$ cat src/rtl/parking_request_sequencer_if.sv
// Signal bundle between the gate logic, the request sequencer and parking_lot_top.
// req_*: a request transfers on a rising edge where req_valid and req_ready are both high; the gate may change or drop req_* freely otherwise.
interface parking_request_sequencer_if;
  logic        req_valid;
  logic        req_ready;
  logic [15:0] req_plate;
  logic        req_out;
  logic        lot_idle;
  logic        lot_full;
  logic        leakage;
  logic [15:0] license_plate;
  logic        in_mode;
  logic        out_mode;

  modport master (
    output req_valid, req_plate, req_out, lot_idle, lot_full, leakage,
    input  req_ready, license_plate, in_mode, out_mode
  );

  modport slave (
    input  req_valid, req_plate, req_out, lot_idle, lot_full, leakage,
    output req_ready, license_plate, in_mode, out_mode
  );
endinterface

$ cat src/rtl/parking_request_sequencer.sv
// Queues gate entry/exit requests and issues them one at a time to parking_lot_top
// as single-cycle mode pulses, dropping requests that cannot be served.
module parking_request_sequencer #(
  parameter int DEPTH       = 4,
  parameter int ACK_TIMEOUT = 4
) (
  input  logic                          clock,
  input  logic                          reset,
  parking_request_sequencer_if.slave    bus,
  output logic [3:0]                    pending,
  output logic                          busy,
  output logic                          rej_pulse,
  output logic [1:0]                    rej_code,
  output logic [7:0]                    issued_cnt,
  output logic [1:0]                    dbg_state
);
  localparam int AW = $clog2(DEPTH);
  localparam int CW = $clog2(ACK_TIMEOUT + 1);

  typedef enum logic [1:0] {
    S_IDLE      = 2'd0,
    S_ISSUE     = 2'd1,
    S_WAIT_ACK  = 2'd2,
    S_WAIT_DONE = 2'd3
  } state_t;

  state_t          state_q, state_d;
  logic [CW-1:0]   cnt_q, cnt_d;
  logic [16:0]     mem_q [DEPTH];
  logic [16:0]     mem_d [DEPTH];
  logic [AW-1:0]   wr_ptr_q, wr_ptr_d;
  logic [AW-1:0]   rd_ptr_q, rd_ptr_d;
  logic [3:0]      count_q, count_d;
  logic            req_ready_q, req_ready_d;
  logic [15:0]     plate_q, plate_d;
  logic            in_mode_q, in_mode_d;
  logic            out_mode_q, out_mode_d;
  logic            busy_q, busy_d;
  logic            rej_pulse_q, rej_pulse_d;
  logic [1:0]      rej_code_q, rej_code_d;
  logic [7:0]      issued_q, issued_d;

  logic [16:0]     head;
  logic            bcd_ok;
  logic            accept;
  logic            push;
  logic            pop;
  logic            fsm_rej;
  logic [1:0]      fsm_code;

  // Entry layout: bit 16 is direction (1 = exit), bits 15:0 the BCD plate.
  assign head   = mem_q[rd_ptr_q];
  assign bcd_ok = (bus.req_plate[15:12] <= 4'd9) && (bus.req_plate[11:8] <= 4'd9) &&
                  (bus.req_plate[7:4]   <= 4'd9) && (bus.req_plate[3:0]  <= 4'd9);
  assign accept = bus.req_valid && req_ready_q;
  assign push   = accept && bcd_ok;

  always_comb begin
    state_d    = state_q;
    cnt_d      = cnt_q;
    issued_d   = issued_q;
    plate_d    = 16'h0000;
    in_mode_d  = 1'b0;
    out_mode_d = 1'b0;
    pop        = 1'b0;
    fsm_rej    = 1'b0;
    fsm_code   = 2'b00;
    unique case (state_q)
      S_IDLE: begin
        if ((count_q != 4'd0) && bus.lot_idle && !bus.leakage) begin
          if (!head[16] && bus.lot_full) begin
            pop      = 1'b1;
            fsm_rej  = 1'b1;
            fsm_code = 2'b10;
          end else begin
            // Pulse outputs are loaded here so they are high during the ISSUE cycle.
            state_d    = S_ISSUE;
            plate_d    = head[15:0];
            in_mode_d  = !head[16];
            out_mode_d = head[16];
          end
        end
      end
      S_ISSUE: begin
        pop     = 1'b1;
        cnt_d   = '0;
        state_d = S_WAIT_ACK;
      end
      S_WAIT_ACK: begin
        if (!bus.lot_idle) begin
          state_d = S_WAIT_DONE;
        end else if (cnt_q == CW'(ACK_TIMEOUT - 1)) begin
          fsm_rej  = 1'b1;
          fsm_code = 2'b11;
          state_d  = S_IDLE;
        end else begin
          cnt_d = cnt_q + CW'(1);
        end
      end
      S_WAIT_DONE: begin
        if (bus.lot_idle) begin
          issued_d = issued_q + 8'd1;
          state_d  = S_IDLE;
        end
      end
      default: state_d = S_IDLE;
    endcase
  end

  always_comb begin
    mem_d       = mem_q;
    wr_ptr_d    = wr_ptr_q;
    rd_ptr_d    = rd_ptr_q;
    count_d     = count_q;
    rej_pulse_d = 1'b0;
    rej_code_d  = rej_code_q;
    if (push) begin
      mem_d[wr_ptr_q] = {bus.req_out, bus.req_plate};
      wr_ptr_d        = wr_ptr_q + AW'(1);
    end
    if (pop) begin
      rd_ptr_d = rd_ptr_q + AW'(1);
    end
    unique case ({push, pop})
      2'b10:   count_d = count_q + 4'd1;
      2'b01:   count_d = count_q - 4'd1;
      default: count_d = count_q;
    endcase
    // A bad-BCD reject on the same edge as an FSM drop takes the flag; the drop still happens.
    if (accept && !bcd_ok) begin
      rej_pulse_d = 1'b1;
      rej_code_d  = 2'b01;
    end else if (fsm_rej) begin
      rej_pulse_d = 1'b1;
      rej_code_d  = fsm_code;
    end
    req_ready_d = (count_d != 4'(DEPTH));
    busy_d      = (state_d != S_IDLE) || (count_d != 4'd0);
  end

  always_ff @(posedge clock) begin
    if (reset) begin
      state_q     <= S_IDLE;
      cnt_q       <= '0;
      wr_ptr_q    <= '0;
      rd_ptr_q    <= '0;
      count_q     <= 4'd0;
      req_ready_q <= 1'b1;
      plate_q     <= 16'h0000;
      in_mode_q   <= 1'b0;
      out_mode_q  <= 1'b0;
      busy_q      <= 1'b0;
      rej_pulse_q <= 1'b0;
      rej_code_q  <= 2'b00;
      issued_q    <= 8'd0;
    end else begin
      state_q     <= state_d;
      cnt_q       <= cnt_d;
      wr_ptr_q    <= wr_ptr_d;
      rd_ptr_q    <= rd_ptr_d;
      count_q     <= count_d;
      req_ready_q <= req_ready_d;
      plate_q     <= plate_d;
      in_mode_q   <= in_mode_d;
      out_mode_q  <= out_mode_d;
      busy_q      <= busy_d;
      rej_pulse_q <= rej_pulse_d;
      rej_code_q  <= rej_code_d;
      issued_q    <= issued_d;
    end
  end

  always_ff @(posedge clock) begin
    mem_q <= mem_d;
  end

  assign bus.req_ready     = req_ready_q;
  assign bus.license_plate = plate_q;
  assign bus.in_mode       = in_mode_q;
  assign bus.out_mode      = out_mode_q;
  assign pending           = count_q;
  assign busy              = busy_q;
  assign rej_pulse         = rej_pulse_q;
  assign rej_code          = rej_code_q;
  assign issued_cnt        = issued_q;
  assign dbg_state         = state_q;
endmodule

$ cat src/flat_wrapper.sv
// flat-port wrapper written by rule: the top's interface ports become plain ports
module parking_request_sequencer_flat 
#(
  parameter int DEPTH       = 4,
  parameter int ACK_TIMEOUT = 4
)
  (clock, reset, pending, busy, rej_pulse, rej_code, issued_cnt, dbg_state, bus_req_valid, bus_req_plate, bus_req_out, bus_lot_idle, bus_lot_full, bus_leakage, bus_req_ready, bus_license_plate, bus_in_mode, bus_out_mode);
  parking_request_sequencer_if bus_i ();
  input  logic clock;
  input  logic reset;
  output logic [3:0] pending;
  output logic busy;
  output logic rej_pulse;
  output logic [1:0] rej_code;
  output logic [7:0] issued_cnt;
  output logic [1:0] dbg_state;
  input wire logic [$bits(bus_i.req_valid)-1:0] bus_req_valid;
  input wire logic [$bits(bus_i.req_plate)-1:0] bus_req_plate;
  input wire logic [$bits(bus_i.req_out)-1:0] bus_req_out;
  input wire logic [$bits(bus_i.lot_idle)-1:0] bus_lot_idle;
  input wire logic [$bits(bus_i.lot_full)-1:0] bus_lot_full;
  input wire logic [$bits(bus_i.leakage)-1:0] bus_leakage;
  output wire logic [$bits(bus_i.req_ready)-1:0] bus_req_ready;
  output wire logic [$bits(bus_i.license_plate)-1:0] bus_license_plate;
  output wire logic [$bits(bus_i.in_mode)-1:0] bus_in_mode;
  output wire logic [$bits(bus_i.out_mode)-1:0] bus_out_mode;
  assign bus_i.req_valid = bus_req_valid;
  assign bus_i.req_plate = bus_req_plate;
  assign bus_i.req_out = bus_req_out;
  assign bus_i.lot_idle = bus_lot_idle;
  assign bus_i.lot_full = bus_lot_full;
  assign bus_i.leakage = bus_leakage;
  assign bus_req_ready = bus_i.req_ready;
  assign bus_license_plate = bus_i.license_plate;
  assign bus_in_mode = bus_i.in_mode;
  assign bus_out_mode = bus_i.out_mode;
  parking_request_sequencer #(.DEPTH(DEPTH), .ACK_TIMEOUT(ACK_TIMEOUT)) u_core (.clock(clock), .reset(reset), .bus(bus_i), .pending(pending), .busy(busy), .rej_pulse(rej_pulse), .rej_code(rej_code), .issued_cnt(issued_cnt), .dbg_state(dbg_state));
endmodule
$ cat config.mk
export PLATFORM = sky130hd
export DESIGN_NAME = parking_request_sequencer_flat
export DESIGN_NICKNAME = d
export VERILOG_FILES = /design/src/rtl/parking_request_sequencer_if.sv /design/src/rtl/parking_request_sequencer.sv /design/src/flat_wrapper.sv
export SDC_FILE = /design/constraint.sdc
export NUM_CORES = 1
export LEC_CHECK = 0
export ABC_CLOCK_PERIOD_IN_PS = 3700
export BUFFER_PORTS_ARGS = -buffer_cell sky130_fd_sc_hd__buf_4
export CAP_MARGIN = 20
export CORE_MARGIN = 2
export CORE_UTILIZATION = 57
export DETAILED_ROUTE_END_ITERATION = 8
export GPL_TIMING_DRIVEN = 0
export PLACE_DENSITY = 0.87
export SYNTH_ARGS = -nofsm -noshare
export SYNTH_HDL_FRONTEND = slang
export SYNTH_SLANG_ARGS = --single-unit
$ cat constraint.sdc
create_clock -name clock -period 3.7 [get_ports clock]
set_clock_uncertainty 0.1 [all_clocks]
set_input_delay 0.37 -clock clock [delete_from_list [all_inputs] [get_ports clock]]
set_output_delay 0.37 -clock clock [all_outputs]
set_load 0.05 [all_outputs]
## Word level (Yosys, flattened, before mapping)

Index checks and enable logic that the tools add are counted.

- Bitwise gates (word level): 4
- Magnitude comparators: 7
- Eq/ne operators: 9
- Mux-type cells: 31
- Reduce and logical (&&, ||, !) cells: 24
- Add/sub/neg operators: 6

Operators with widths:

| cell | count |
|---|---|
| 68-bit bitwise mux | 1 |
| 17-bit two-way mux | 3 |
| 17-bit binary-select mux with 2-bit select | 1 |
| 17-bit demux with 2-bit select | 1 |
| 2-bit two-way mux | 9 |
| 4-bit <= comparator (second input constant) | 4 |
| 1-bit logical AND | 10 |
| 8-bit by 1-bit adder with 8-bit output (second input constant) | 1 |
| 1-bit two-way mux | 8 |
| 2-bit one-hot mux with 4 select lines | 1 |
| 4-bit one-hot mux with 2 select lines | 1 |
| 4-bit nonzero test | 2 |
| 2-bit == test (second input constant) | 3 |
| 3-bit >= comparator (second input constant) | 2 |
| 3-bit two-way mux | 2 |
| 2-bit NOT with 3-bit output | 2 |
| 3-bit one-hot mux with 2 select lines | 1 |
| 2-bit nonzero test | 3 |
| 2-bit by 1-bit adder with 2-bit output (second input constant) | 2 |
| 4-bit by 1-bit adder with 4-bit output (second input constant) | 1 |
| 2-bit by 1-bit == test with 1-bit output (second input constant) | 2 |
| 2-bit inequality test (second input constant) | 2 |
| 4-bit by 3-bit inequality test with 1-bit output (second input constant) | 1 |
| 1-bit one-hot mux with 2 select lines | 2 |
| other kinds (13) | 16 |

- Output and inout bits: 37
- Input bits: 23
- Word-level logic and storage cells: 99
- Register bits after elaboration: 112

## Longest topological paths before layout

- Word-level depth: 13
- Gate-level depth with buffers: 12
- Mapped depth without buffers: 11

## Worst setup path after synthesis

OpenSTA, ideal clock, no wires.

- Path kind: flip-flop to flip-flop
- Start: reg u_core.state_q[0] (netlist: u_core.dbg_state[0])
- End: reg u_core.busy_q (netlist: u_core.busy)
- Cell stages (with the launch flop): 12
- Library setup time: 134 ps
- Required time: 3466 ps
- Slack: 197 ps
- Buffers on the path: 0
- Arrival time: 3269 ps
- Clock period less this slack: 3503 ps
- Cell sequence: dfxtp_1 > or4b_1 > o41ai_4 > o21ai_1 > xnor2_1 > ha_1 > a21oi_1 > nand2b_1 > or2_1 > o2111ai_1 > a311o_1 > or4_1

- Word-level cells in the longest chain between the ends: 6
- Elaborated cells between the ends (all ways): 17
- Those cells by class: eq/ne (5); mux (8); reduce/logical (4)

RTL lines:

| element | line | RTL |
|---|---|---|
| from (decl) | parking_request_sequencer.sv:27 | `state_t state_q, state_d;` |
| from (signal assigned) | parking_request_sequencer.sv:157 | `state_q <= state_d;` |
| 2-bit by 1-bit == test with 1-bit output / 2-bit zero test (equally long branches) | parking_request_sequencer.sv:68 | `unique case (state_q)` |
| 1-bit one-hot mux with 2 select lines | parking_request_sequencer.sv:68 |  |
| 2-bit by 1-bit == test with 1-bit output / 2-bit == test (equally long branches) | parking_request_sequencer.sv:124 | `unique case ({push, pop})` |
| 4-bit one-hot mux with 2 select lines | parking_request_sequencer.sv:124 |  |
| 4-bit nonzero test | parking_request_sequencer.sv:138 | `busy_d = (state_d != S_IDLE) \|\| (count_d != 4'd0);` |
| 1-bit logical OR * | parking_request_sequencer.sv:138 |  |
| to (signal assigned) | parking_request_sequencer.sv:166 | `busy_q <= busy_d;` |
| to (decl) | parking_request_sequencer.sv:38 | `logic busy_q, busy_d;` |

Mark *: on every way between the ends. The rest lies on a longest branch, timed or not.
A chain may end at the register's enable or synchronous reset.

## Worst setup path in the final report

- Start: reg u_core.rd_ptr_q[0]
- End: reg u_core.busy_q (netlist: u_core.busy)

- Word-level cells in the longest chain between the ends: 13
- Elaborated cells between the ends (all ways): 18
- Those cells by class: eq/ne (2); mux (10); bitwise (1); reduce/logical (5)

RTL lines:

| element | line | RTL |
|---|---|---|
| from (decl) | parking_request_sequencer.sv:32 | `logic [AW-1:0] rd_ptr_q, rd_ptr_d;` |
| from (signal assigned) | parking_request_sequencer.sv:160 | `rd_ptr_q <= rd_ptr_d;` |
| 2-bit NOT with 3-bit output (implied by the code) * | parking_request_sequencer.sv:52 | `assign head = mem_q[rd_ptr_q];` |
| 17-bit binary-select mux with 2-bit select * | parking_request_sequencer.sv:52 |  |
| 17-bit two-way mux (implied by the code) * (2 in a row) | parking_request_sequencer.sv:52 |  |
| 1-bit zero test * | parking_request_sequencer.sv:71 | `if (!head[16] && bus.lot_full) begin` |
| 1-bit logical AND * | parking_request_sequencer.sv:71 |  |
| 1-bit two-way mux | parking_request_sequencer.sv:71 |  |
| 1-bit two-way mux | parking_request_sequencer.sv:70 | `if ((count_q != 4'd0) && bus.lot_idle && !bus.leakage) begin` |
| 1-bit one-hot mux with 2 select lines | parking_request_sequencer.sv:68 |  |
| 2-bit by 1-bit == test with 1-bit output / 2-bit == test (equally long branches) | parking_request_sequencer.sv:124 |  |
| 4-bit one-hot mux with 2 select lines | parking_request_sequencer.sv:124 |  |
| 4-bit nonzero test | parking_request_sequencer.sv:138 |  |
| 1-bit logical OR * | parking_request_sequencer.sv:138 |  |

Mark *: on every way between the ends. The rest lies on a longest branch, timed or not. The select of a mux whose other input is x is not followed.

==> qor.log <==
[outcome] run status finished, final reports clean
[logic_synthesis] number of distinct library cells after synthesis 44
[clocking] number of clock buffers inserted by TritonCTS 9
[route] ratio of routed vias to standard cells 5.48
[logic_synthesis] cell area after synthesis 4390 sq um
[pwr] leakage 1.94 nW
[clocking] maximum buffer depth of the clock tree 2
[setup_path] peak fanout along the critical path 9
[timing] ratio of final minimum period to clock period 95.6%
[logic_synthesis] portion of the post-synthesis area used by sequential elements 66.6%
[route] total detailed-routing wirelength 7940 um
[setup_path] category of the worst setup path capture point flip-flop
[route] mean routed wirelength per cell 16.4 um
[timing] final count of pins violating max slew 0
[route] drt pass-1 iters 4
[place] final estimated routing congestion in global placement 0.881
[logic_synthesis] Post-synth EDFFs 68
[die] starting density of the core 57.7%
[timing] transition time at the pin with the least slew margin 0.881 ns
[global_routing] initial antenna violation count 0
[cells_and_area] ratio of cells with drive above 1 in the final layout 26.7%
[clocking] CTS tree yes
[pwr] Switching Power 683 uW
[clocking] clock network latency to the later pin of the worst-skew pair 0.37 ns
[logic_synthesis] post-synthesis instance total 301
[timing] Tmin final 3.54 ns
[clocking] clock root buffer master sky130_fd_sc_hd__clkbuf_8
[timing] FMAX 283 MHz
[die] Die Footprint 8420 sq um
[setup_path] arrival time of data at the critical path endpoint 3.69 ns
[clocking] clock sink count 112
[setup_path] delay contributed by the slowest stage of the critical path 0.58 ns
[pwr] Pwr Density 481 nW/um^2
[setup_path] capture point of the worst path u_core.busy
[setup_path] CP Class flip-flop to flip-flop
[logic_synthesis] share of the synthesized area in the top cell type 46.5%
[run] max capacitance violation total 0
[pwr] Internal Dissipation 1.83 mW
[logic_synthesis] predominant post-synthesis flop cell sky130_fd_sc_hd__edfxtp_1
[timing] Final Hold Vio Count 0
[route] Final ANT Viol Nets 0
[min_path] hold path depth 1
[logic_synthesis] leading area contributor after synthesis sky130_fd_sc_hd__edfxtp_1
[cells_and_area] Area Growth Syn to Fin 19.3%
[setup_path] cell-by-cell trace of the critical path buf_6, mux4_2, o41ai_4, o21ai_2, xnor2_1, ha_1, a21oi_2, nand2b_4, or2_1, o2111ai_1, a311o_1, or4_1
[logic_synthesis] net count after synthesis 333
[timing] total of endpoints with negative setup slack in the final report 0
[die] Boundary Pins 60
[clocking] cts-stage hold buffer count 0
[route] Remaining DRCs 0
[setup_path] worst path required time 3.86 ns
[setup_path] worst reg2reg endpoint u_core.busy
[pwr] part of the power in registers 54.8%
[setup_path] beginning of the critical path u_core.rd_ptr_q[0]
[die] die boundary width 91.8 um
[die] area of the core 7610 sq um
[clocking] H-tree depth 3
[die] number of core rows 32
[route] vias after detailed routing 2652
[setup_path] cell depth of the worst flop-to-flop path 12
[min_path] Hold/Removal Path Class primary input to flip-flop
[setup_path] Crit-path slowest cell sky130_fd_sc_hd__mux4_2
[logic_synthesis] commonest cells in the synthesized netlist sky130_fd_sc_hd__edfxtp_1, sky130_fd_sc_hd__dfxtp_1, sky130_fd_sc_hd__nor2_1
[setup_path] kind of start point of the critical path flip-flop
[pwr] Worst IR Drop VDD 0.312 mV
[cells_and_area] Diodes inserted 0
[global_routing] first-pass GRT wire length 12500 um
[logic_synthesis] share of flip-flops with an asynchronous set or reset 0%
[logic_synthesis] YS warnings 0
[global_routing] number of global-route vias before repair 2555
[route] number of violations reported at the end of detailed-routing iteration 0 230
[cells_and_area] # nets final 409
[setup_path] FF-to-FF Start u_core.rd_ptr_q[0]
[die] die height 91.8 um
[timing] worst setup slack after layout 0.164 ns
[logic_synthesis] most numerous cell in the Yosys netlist sky130_fd_sc_hd__edfxtp_1
[global_routing] All-Layer GR Usage 19.4%
[logic_synthesis] register bit count reported by yosys 112
[pwr] Switching Share 27.1%
[logic_synthesis] synth top area cells sky130_fd_sc_hd__edfxtp_1, sky130_fd_sc_hd__dfxtp_1, sky130_fd_sc_hd__mux4_2
[place] detailed placer's ending HPWL 5290 um
[pwr] combinational share of power 15.0%
[global_routing] maximum number of pins on one net before global-route repair 21
[logic_synthesis] mean instance size in the synthesized netlist 14.6 sq um
[place] Port Buffers 59
[global_routing] grt total ovfl 0
[setup_path] setup slack of the most critical reg-to-reg path 0.16 ns
[timing] sum of negative setup slack 0 ns
[clocking] clock-pin slew reported for the worst setup and hold paths after clock tree synthesis 0.11 ns
[timing] max_slew headroom 41.3%
[pwr] fraction of power consumed by the clock network 30.2%
[place] pre-CTS setup slack -0.129 ns
-- sequential cells by signal (all words and copies together), names as in the netlist, 2 cells and up --
register / flops
u_core.wr_ptr_q: 2
u_core.cnt_q: 3
u_core.issued_cnt: 8
u_core.dbg_state: 2
u_core.rd_ptr_q: 2
u_core.bus.license_plate: 16
u_core.pending: 4
u_core.mem_q: 68
u_core.rej_code: 2
-- layout make-up --
class / count / area [sq um]
plain buffers: 13 / 63.8
clock buffers: 10 / 128
clock inverters: 6 / 83.8
fillers: 543 / 2370
inverters: 9 / 33.8
multi-input cells: 166 / 1380
flip-flops and latches: 112 / 2920
well taps: 102 / 128
repair buffers: 66 / 495
-- cells in the final DEF (no fill, tap or decap), types with 4 or more instances in the layout --
cell,synthesis,routed
sky130_fd_sc_hd__a21oi_1,6,5
sky130_fd_sc_hd__and2_1,4,4
sky130_fd_sc_hd__and3_1,4,4
sky130_fd_sc_hd__buf_4,0,66
sky130_fd_sc_hd__clkbuf_1,9,9
sky130_fd_sc_hd__clkbuf_8,0,9
sky130_fd_sc_hd__dfxtp_1,44,44
sky130_fd_sc_hd__edfxtp_1,68,68
sky130_fd_sc_hd__ha_1,9,9
sky130_fd_sc_hd__inv_1,9,9
sky130_fd_sc_hd__mux4_1,4,4
sky130_fd_sc_hd__mux4_2,13,13
sky130_fd_sc_hd__nand2_1,14,14
sky130_fd_sc_hd__nand3_1,6,6
sky130_fd_sc_hd__nand4_1,5,5
sky130_fd_sc_hd__nor2_1,24,24
sky130_fd_sc_hd__nor2b_1,18,18
sky130_fd_sc_hd__nor3_1,6,6
sky130_fd_sc_hd__o21ai_0,6,6
sky130_fd_sc_hd__xnor2_1,5,5
sky130_fd_sc_hd__xor2_1,7,7
-- per-stage QoR --
stage	hold WS [ns]	utilization, %	total power [mW]	area, sq um	instances
floorplan	0.352	-	1.66	4390	301
global placement	0.362	65.2	1.76	4960	462
detailed placement	0.380	65.2	1.77	4960	462
CTS	0.0881	68.0	2.51	5170	477
global route	0.0810	68.8	2.61	5240	484
finish	0.0926	68.8	2.52	5240	484
-- what timing repair did --
| action | 4_1_cts | 5_1_grt |
|---|---|---|
| gates resized for setup | 1 | 2 |
| pin swaps | 0 | 2 |
| setup buffers | 0 | 7 |
| setup endpoints to repair | 1 | 1 |
| endpoints found under the hold margin | 0 | 0 |
-- critical path, delay by kind of cell, from the launching register on --
kind                     cells  cell delay (ns)
AO/OA/AOI/OAI                5             1.14
AND/OR/NAND/NOR              3             0.75
multiplexers                 1             0.58
flip-flops                   1             0.35
adder cells (fa/ha/maj)      1             0.21
buffers and inverters        1             0.15
XOR/XNOR                     1             0.15
-- cells by family after synthesis --
kind of cell	synth area share, %
flops	66.6
xor+xnor	2.39
simple gates	11.5
fa+ha+maj	2.56
compound gates	5.13
mux	9.52
buf+inv	2.31
-- layer usage --
metal | GRT usage [%] | routed length [um]
met2 | 33.7 | 3980
met5 | 0 | 0
met3 | 2.96 | 405
met1 | 24.7 | 3440
met4 | 7.84 | 119
-- power groups by stage --
stage                     clock network (mW)  registers (mW)  logic (mW)
after floorplan                            0            1.49       0.165
after global placement                     0            1.40       0.354
after detailed placement                   0            1.41       0.360
after CTS                              0.767            1.38       0.361
after global routing                   0.818            1.38       0.405
final                                  0.760            1.38       0.378
-- worst min path at each step --
| stage | start | to | slack (ns) |
|---|---|---|---|
| finish | bus_req_plate[12] | u_core.mem_q[29] | 0.09 |
| global route | bus_req_plate[12] | u_core.mem_q[29] | 0.08 |
| CTS | bus_req_out | u_core.mem_q[33] | 0.09 |
| detailed placement | u_core.cnt_q[0] | u_core.cnt_q[0] | 0.38 |
| global placement | u_core.cnt_q[1] | u_core.cnt_q[1] | 0.36 |
| floorplan | u_core.cnt_q[1] | u_core.cnt_q[1] | 0.35 |
(Power assumes the default switching activity.)
